==> src/rtl/fetch_stage_if.sv <==
`default_nettype none
// ============================================================================
//  Module   : fetch_stage_if
//  Purpose  : Instruction-memory and decode-side signal bundle of the fetch stage.
//  Revision : 1.0
// ============================================================================
interface fetch_stage_if;
    logic        imem_req;
    logic [31:0] imem_addr;
    logic        imem_ack;
    logic [31:0] imem_rdata;
    logic        instr_valid;
    logic        instr_ready;
    logic [31:0] instr;
    logic [6:0]  op;
    logic [2:0]  funct3;
    logic        funct7;
    logic [31:0] pc;
    logic [31:0] pc_plus4;
    logic        pc_src;
    logic [31:0] pc_target;
    logic        fault;
    logic [31:0] retire_count;

    modport master (
        output imem_req, imem_addr,
        input  imem_ack, imem_rdata,
        output instr_valid,
        input  instr_ready,
        output instr, op, funct3, funct7, pc, pc_plus4,
        input  pc_src, pc_target,
        output fault, retire_count
    );

    modport slave (
        input  imem_req, imem_addr,
        output imem_ack, imem_rdata,
        input  instr_valid,
        output instr_ready,
        input  instr, op, funct3, funct7, pc, pc_plus4,
        output pc_src, pc_target,
        input  fault, retire_count
    );
endinterface
`default_nettype wire

==> src/rtl/fetch_stage.sv <==
`default_nettype none
// ============================================================================
//  Module   : fetch_stage
//  Purpose  : RV32 instruction fetch: PC, imem req/ack, held instr with valid/ready.
//  Revision : 1.0
// ============================================================================
module fetch_stage #(
    parameter logic [31:0] RESET_PC = 32'h0000_0000
) (
    input  wire logic      clk,
    input  wire logic      rst,
    fetch_stage_if.master  bus
);

    localparam logic [31:0] C_NOP = 32'h0000_0013;

    typedef enum logic [1:0] {
        S_IDLE = 2'd0,
        S_REQ  = 2'd1,
        S_HOLD = 2'd2,
        S_HALT = 2'd3
    } state_t;

    state_t      r_state;
    state_t      w_state_nxt;
    logic [31:0] r_pc;
    logic [31:0] r_instr;
    logic [31:0] r_retire;
    logic        r_fault;

    logic [31:0] w_pc_plus4;
    logic [31:0] w_next_pc;
    logic        w_misaligned;
    logic        w_capture;
    logic        w_accept;
    logic        w_req;
    logic        w_valid;

    always_comb begin
        w_state_nxt  = r_state;
        w_capture    = 1'b0;
        w_accept     = 1'b0;
        w_req        = 1'b0;
        w_valid      = 1'b0;
        w_pc_plus4   = r_pc + 32'd4;
        w_next_pc    = bus.pc_src ? bus.pc_target : w_pc_plus4;
        w_misaligned = |w_next_pc[1:0];
        case (r_state)
            S_IDLE: w_state_nxt = S_REQ;
            S_REQ: begin
                w_req = 1'b1;
                if (bus.imem_ack) begin
                    w_capture   = 1'b1;
                    w_state_nxt = S_HOLD;
                end
            end
            S_HOLD: begin
                w_valid = 1'b1;
                if (bus.instr_ready) begin
                    w_accept    = 1'b1;
                    w_state_nxt = w_misaligned ? S_HALT : S_REQ;
                end
            end
            S_HALT:  w_state_nxt = S_HALT;
            default: w_state_nxt = S_IDLE;
        endcase
    end

    always_ff @(posedge clk) begin
        if (rst) begin
            r_state  <= S_IDLE;
            r_pc     <= RESET_PC;
            r_instr  <= C_NOP;
            r_retire <= 32'd0;
            r_fault  <= 1'b0;
        end else begin
            r_state <= w_state_nxt;
            if (w_capture) begin
                r_instr <= bus.imem_rdata;
            end
            if (w_accept) begin
                r_retire <= r_retire + 32'd1;
                // A misaligned target freezes the PC at the faulting instruction.
                if (w_misaligned) begin
                    r_fault <= 1'b1;
                end else begin
                    r_pc <= w_next_pc;
                end
            end
        end
    end

    assign bus.imem_req     = w_req;
    assign bus.imem_addr    = r_pc;
    assign bus.instr_valid  = w_valid;
    assign bus.instr        = r_instr;
    assign bus.op           = r_instr[6:0];
    assign bus.funct3       = r_instr[14:12];
    assign bus.funct7       = r_instr[30];
    assign bus.pc           = r_pc;
    assign bus.pc_plus4     = w_pc_plus4;
    assign bus.fault        = r_fault;
    assign bus.retire_count = r_retire;

endmodule
`default_nettype wire
==> src/flat_wrapper.sv <==
// flat-port wrapper written by rule: the top's interface ports become plain ports
module fetch_stage_flat 
#(
    parameter logic [31:0] RESET_PC = 32'h0000_0000
)
  (clk, rst, bus_imem_req, bus_imem_addr, bus_imem_ack, bus_imem_rdata, bus_instr_valid, bus_instr_ready, bus_instr, bus_op, bus_funct3, bus_funct7, bus_pc, bus_pc_plus4, bus_pc_src, bus_pc_target, bus_fault, bus_retire_count);
  fetch_stage_if bus_i ();
  input  wire logic clk;
  input  wire logic rst;
  output wire logic [$bits(bus_i.imem_req)-1:0] bus_imem_req;
  output wire logic [$bits(bus_i.imem_addr)-1:0] bus_imem_addr;
  input wire logic [$bits(bus_i.imem_ack)-1:0] bus_imem_ack;
  input wire logic [$bits(bus_i.imem_rdata)-1:0] bus_imem_rdata;
  output wire logic [$bits(bus_i.instr_valid)-1:0] bus_instr_valid;
  input wire logic [$bits(bus_i.instr_ready)-1:0] bus_instr_ready;
  output wire logic [$bits(bus_i.instr)-1:0] bus_instr;
  output wire logic [$bits(bus_i.op)-1:0] bus_op;
  output wire logic [$bits(bus_i.funct3)-1:0] bus_funct3;
  output wire logic [$bits(bus_i.funct7)-1:0] bus_funct7;
  output wire logic [$bits(bus_i.pc)-1:0] bus_pc;
  output wire logic [$bits(bus_i.pc_plus4)-1:0] bus_pc_plus4;
  input wire logic [$bits(bus_i.pc_src)-1:0] bus_pc_src;
  input wire logic [$bits(bus_i.pc_target)-1:0] bus_pc_target;
  output wire logic [$bits(bus_i.fault)-1:0] bus_fault;
  output wire logic [$bits(bus_i.retire_count)-1:0] bus_retire_count;
  assign bus_imem_req = bus_i.imem_req;
  assign bus_imem_addr = bus_i.imem_addr;
  assign bus_i.imem_ack = bus_imem_ack;
  assign bus_i.imem_rdata = bus_imem_rdata;
  assign bus_instr_valid = bus_i.instr_valid;
  assign bus_i.instr_ready = bus_instr_ready;
  assign bus_instr = bus_i.instr;
  assign bus_op = bus_i.op;
  assign bus_funct3 = bus_i.funct3;
  assign bus_funct7 = bus_i.funct7;
  assign bus_pc = bus_i.pc;
  assign bus_pc_plus4 = bus_i.pc_plus4;
  assign bus_i.pc_src = bus_pc_src;
  assign bus_i.pc_target = bus_pc_target;
  assign bus_fault = bus_i.fault;
  assign bus_retire_count = bus_i.retire_count;
  fetch_stage #(.RESET_PC(RESET_PC)) u_core (.clk(clk), .rst(rst), .bus(bus_i));
endmodule
==> config.mk <==
export PLATFORM = sky130hd
export DESIGN_NAME = fetch_stage_flat
export DESIGN_NICKNAME = d
export VERILOG_FILES = /design/src/rtl/fetch_stage_if.sv /design/src/rtl/fetch_stage.sv /design/src/flat_wrapper.sv
export SDC_FILE = /design/constraint.sdc
export NUM_CORES = 1
export LEC_CHECK = 0
export ABC_AREA = 0
export CORE_UTILIZATION = 45
export CTS_CLUSTER_SIZE = 40
export DETAILED_ROUTE_END_ITERATION = 8
export GPL_ROUTABILITY_DRIVEN = 0
export GPL_TIMING_DRIVEN = 0
export PLACE_DENSITY = 0.95
export SLEW_MARGIN = 15
export SYNTH_ARGS = -nofsm -noshare
export SYNTH_HDL_FRONTEND = slang
export SYNTH_SLANG_ARGS = --single-unit
export TNS_END_PERCENT = 5
==> constraint.sdc <==
create_clock -name clk -period 3.08 [get_ports clk]
set_input_delay 0.616 -clock clk [delete_from_list [all_inputs] [get_ports clk]]
set_output_delay 0.616 -clock clk [all_outputs]
set_load 0.02 [all_outputs]
Word-level counts from Yosys, hierarchy flattened
Cells that the tools add are included.
- output and inout port bits: 174
- register bits: 99
- add/subtract/negate cells: 2
- reductions and logical operators: 5
- bitwise gates (word level): 1
- mux-type cells: 11
- equality and inequality tests: 5
- operators by type and width (cell ; number):
    32-bit by 1-bit adder with 32-bit output (second input constant) ; 1
    32-bit by 3-bit adder with 32-bit output (second input constant) ; 1
    32-bit 2-to-1 mux ; 1
    2-bit case mux with 4 select lines ; 1
    1-bit 2-to-1 mux ; 6
    2-bit 2-to-1 mux ; 3
    2-bit AND reduction ; 3
    2-bit equality test (second input constant) ; 2
    2-bit != test (second input constant) ; 2
    2-bit by 1-bit equality test with 1-bit output (second input constant) ; 1
    2-bit zero test ; 1
    2-bit OR reduction ; 1
    1-bit inverter ; 1

Depth between registers and ports, before layout
- depth in word-level cells: 6
- gate-level depth with buffers: 7
- depth with buffers taken out: 6

Worst setup path before layout
Ideal clock, no wire load.
- kind: flip-flop to output port
- start point: reg u_core.r_pc[18], in the netlist u_core.bus.imem_addr[18]
- end point: out bus_pc_plus4[26]
- slack: 0.570 ns
- arrival: 1.894 ns
- stages on the path, launching flop included: 6
- path through: dfxtp_1 > buf_2 > nand4_1 > nor4_4 > and4_1 > xor2_1
- longest elaborated chain between the ends: 1
- RTL lines (element ; RTL line ; RTL):
    from (decl) ; fetch_stage.sv:26 ; logic [31:0] r_pc;
    from (signal assigned) ; fetch_stage.sv:87 ; r_pc <= w_next_pc;
    32-bit by 3-bit adder with 32-bit output ; fetch_stage.sv:45 ; w_pc_plus4 = r_pc + 32'd4;
    to (decl) ; flat_wrapper.sv:21 ; output wire logic [$bits(bus_i.pc_plus4)-1:0] bus_pc_plus4;
No other way between the ends.

Worst setup path after layout
- start point: reg u_core.r_pc[16], in the netlist u_core.bus.imem_addr[16]
- end point: out bus_pc_plus4[31]
The elaborated chain is that of the path after synthesis.

==> results.toml <==
[run_status]
outcome = "complete, no violations"

[clock_network]
cts_htree_levels = 3
clkTransAtPathRegs_ns = 0.08
clock_latency_ns = 0.35
root_buffer = "clkbuf_16"
clk_path_buf_depth = 2
cts_tree = "yes"
cts.sinks = 99
holdBufCountCts = 0
numCtsBuffers = 9

[routing]
routed.top_layer = "met4"
dr_total_vias = 6091
wl_met3_um = 2200
drc_errors = 0
drt_iter0_drc = 452
m1WireLength_um = 6780
drt-total-wl_um = 18800
wl_met2_um = 9150
via_per_inst = 5.65
wl_per_cell_um = 17.4
first_pass_iters = 5
ant_nets = 0

[worst_setup_path]
end_kind = "output port"
slowest_stage = "dfxtp_1"
criticalPathCategory = "reg -> out"
timing.rr.end = "u_core.bus.imem_addr[7]"
path_max_fanout = 10
path_common_cell = "nand4_1"
cp_slowest_stage_delay_ns = 0.35
cp_top_family = "buffers and inverters"
critPathBufInv = 4
crit_chain = "buf_2, nand4_1, buf_4, nor2_2, clkbuf_4, nand4_1, xnor2_1, dlygate4sd2_1"
start_kind = "register"
worstRegToRegCells = 7
cp.required_ns = 2.46
r2r_start = "u_core.r_state[1]"
worst-r2r-setup-slack_ns = 0.80
cp.arrival_ns = 2.41

[floorplan]
floorplan.rows = 39
die_w_um = 110
io_pins = 243
die_area_um2 = 12200
core_um2 = 11400
die-height_um = 110
start_util_pct = 46.2

[layout]
diodes = 0
seqCellArea_um2 = 1990
postLayoutCellArea_um2 = 8290
final_util_pct = 72.6
multi_input_area_um2 = 2790
synthToLayoutAreaGrowth_pct = 57.3
fillers = 847
layout.nets = 1002
drive_gt1_share_pct = 11.3

[placement]
pre_cts_ws_ns = -0.205
numPortBuffers = 241
dp_hpwl_um = 13600
dpl_cell_area_um2 = 7860

[global_routing]
antenna_found_initial = 0
grt_start_max_net_pins = 20
grt_pass1_wl_um = 28000
grt_usage_pct = 30.2
grt_overflow = 0
grt_pass1_vias = 5477

[logic_synthesis]
synth_seq_area_share_pct = 37.6
syn_area_um2 = 5270
synth.most_common_cell = "nand2_1"
yosys.area.top_type = "dfxtp_1"
syn_avg_cell_area_um2 = 7.89
ys.flop_type = "dfxtp_1"
synth_area_leaders = "dfxtp_1, nand2_1, buf_4"
netlist_instances = 668
synth-async-reset-ratio_pct = 0
syn_nets = 739
synth_top_area_share_pct = 37.6
yosysWarnings = 0
yosys-top-cells-count = "nand2_1, dfxtp_1, nor2_1"
synth_cell_types = 55
synth_edf_count = 0
ys_ff_latch = 99

[sta]
fmax_mhz = 330
fin_ws_ns = 0.0499
tightest_slew_ns = 0.701
finalCriticalPeriod_ns = 3.03
min_period_over_period_pct = 98.4
maxSlewViolCount = 0
rsz0062_at_grt = "true"
final.setup_skew_ns = 0.00726
setup_violations = 0
tns_ns = 0
slew_headroom_pct = 53.1
hold_violations = 0

[hold_path]
min_path_cells = 2
hold_path_class = "reg -> reg"
min-delay-start = "u_core.bus.instr[16]"
min_to = "u_core.bus.instr[16]"

[power]
total_power_mw = 2.95
power_density_nw_per_um2 = 355
irDropWorstVdd_mv = 0.265
p_leak_nw = 3.27

[flow_run]
cap_violations = 0
-- power by group --
| group | total [mW] | internal [mW] | switching, mW |
|---|---|---|---|
| sequential | 1.34 | 1.31 | 0.0285 |
| clock | 1.20 | 0.652 | 0.547 |
| combinational | 0.412 | 0.205 | 0.207 |
| total | 2.95 | 2.17 | 0.782 |
-- stage by stage --
stage / hold slack [ns] / cells
after floorplan: 0.499 / 668
final: 0.457 / 1079
after global placement: 0.441 / 1052
after detailed placement: 0.447 / 1052
after global routing: 0.481 / 1079
after CTS: 0.458 / 1076
-- cells in the final DEF (no fill, tap or decap), drive strengths merged, types with 5 or more instances in the layout --
cell	count
xnor2	28
o21ai	18
clkdlybuf4s50	219
nand2	105
and4	12
o31ai	5
a21oi	48
nand3	43
a31oi	13
and2	7
dfxtp	99
a22oi	5
nand4	25
dlygate4sd2	13
nor4	6
nor2	54
or3	8
inv	11
xor2	26
and3	18
buf	67
clkbuf	43
nor3	7
-- tightest hold or removal path, stage by stage (launching register included) --
cell	delay (ns)
dfxtp_1	0.31
nand2_1	0.05
a21oi_1	0.05
-- cell type report --
cell class                      count  share of cell area [%]
Clock inverter                      7                    1.07
Multi-Input combinational cell    474                    33.7
Sequential cell                    99                    24.0
Inverter                            8                   0.362
Clock buffer                        9                    2.72
Tap cell                          143                    2.16
Timing Repair Buffer              252                    29.8
Buffer                             87                    6.22
-- registers in the layout (all words and copies together), names as in the netlist --
signal and flops:
u_core.bus.imem_addr 32, u_core.bus.instr 32, u_core.bus.retire_count 32, u_core.r_state 2, u_core.bus.fault 1
-- worst max path at each step --
stage | cells past startpoint | endpoint | start
2_1_floorplan | 5 | bus_pc_plus4[26] | u_core.bus.imem_addr[18]
3_3_place_gp | 7 | u_core.bus.imem_addr[5] | bus_pc_src
3_5_place_dp | 7 | u_core.bus.imem_addr[5] | bus_pc_src
4_1_cts | 7 | bus_pc_plus4[15] | u_core.bus.imem_addr[5]
5_1_grt | 7 | bus_pc_plus4[27] | u_core.bus.imem_addr[16]
6_report | 8 | bus_pc_plus4[31] | u_core.bus.imem_addr[16]
-- cell families (layout without fill, tap and decap cells) --
group / after synthesis / in the layout / share of synthesized area (%)
AO/OA/AOI/OAI: 120 / 120 / 14.3
flip-flops: 99 / 99 / 37.6
adder cells (fa/ha/maj): 2 / 2 / 0.475
AND/OR/NAND/NOR: 296 / 296 / 28.1
XOR/XNOR: 54 / 54 / 8.97
buffers and inverters: 95 / 363 / 10.2
multiplexers: 2 / 2 / 0.380
-- metal layers --
layer | global-route usage, % | vias up
li1 | - | 2838
met1 | 34.4 | 2758
met2 | 51.4 | 431
met3 | 7.52 | 64
met4 | 17.1 | 0
met5 | 0 | -
-- timing repair --
| action | CTS | global route |
|---|---|---|
| pin swaps | 3 | 3 |
| setup endpoints to repair | 23 | 20 |
| buffers inserted | 8 | 3 |
| resized for setup | 31 | 19 |
Note: power is estimated with default switching activity, not from simulation.
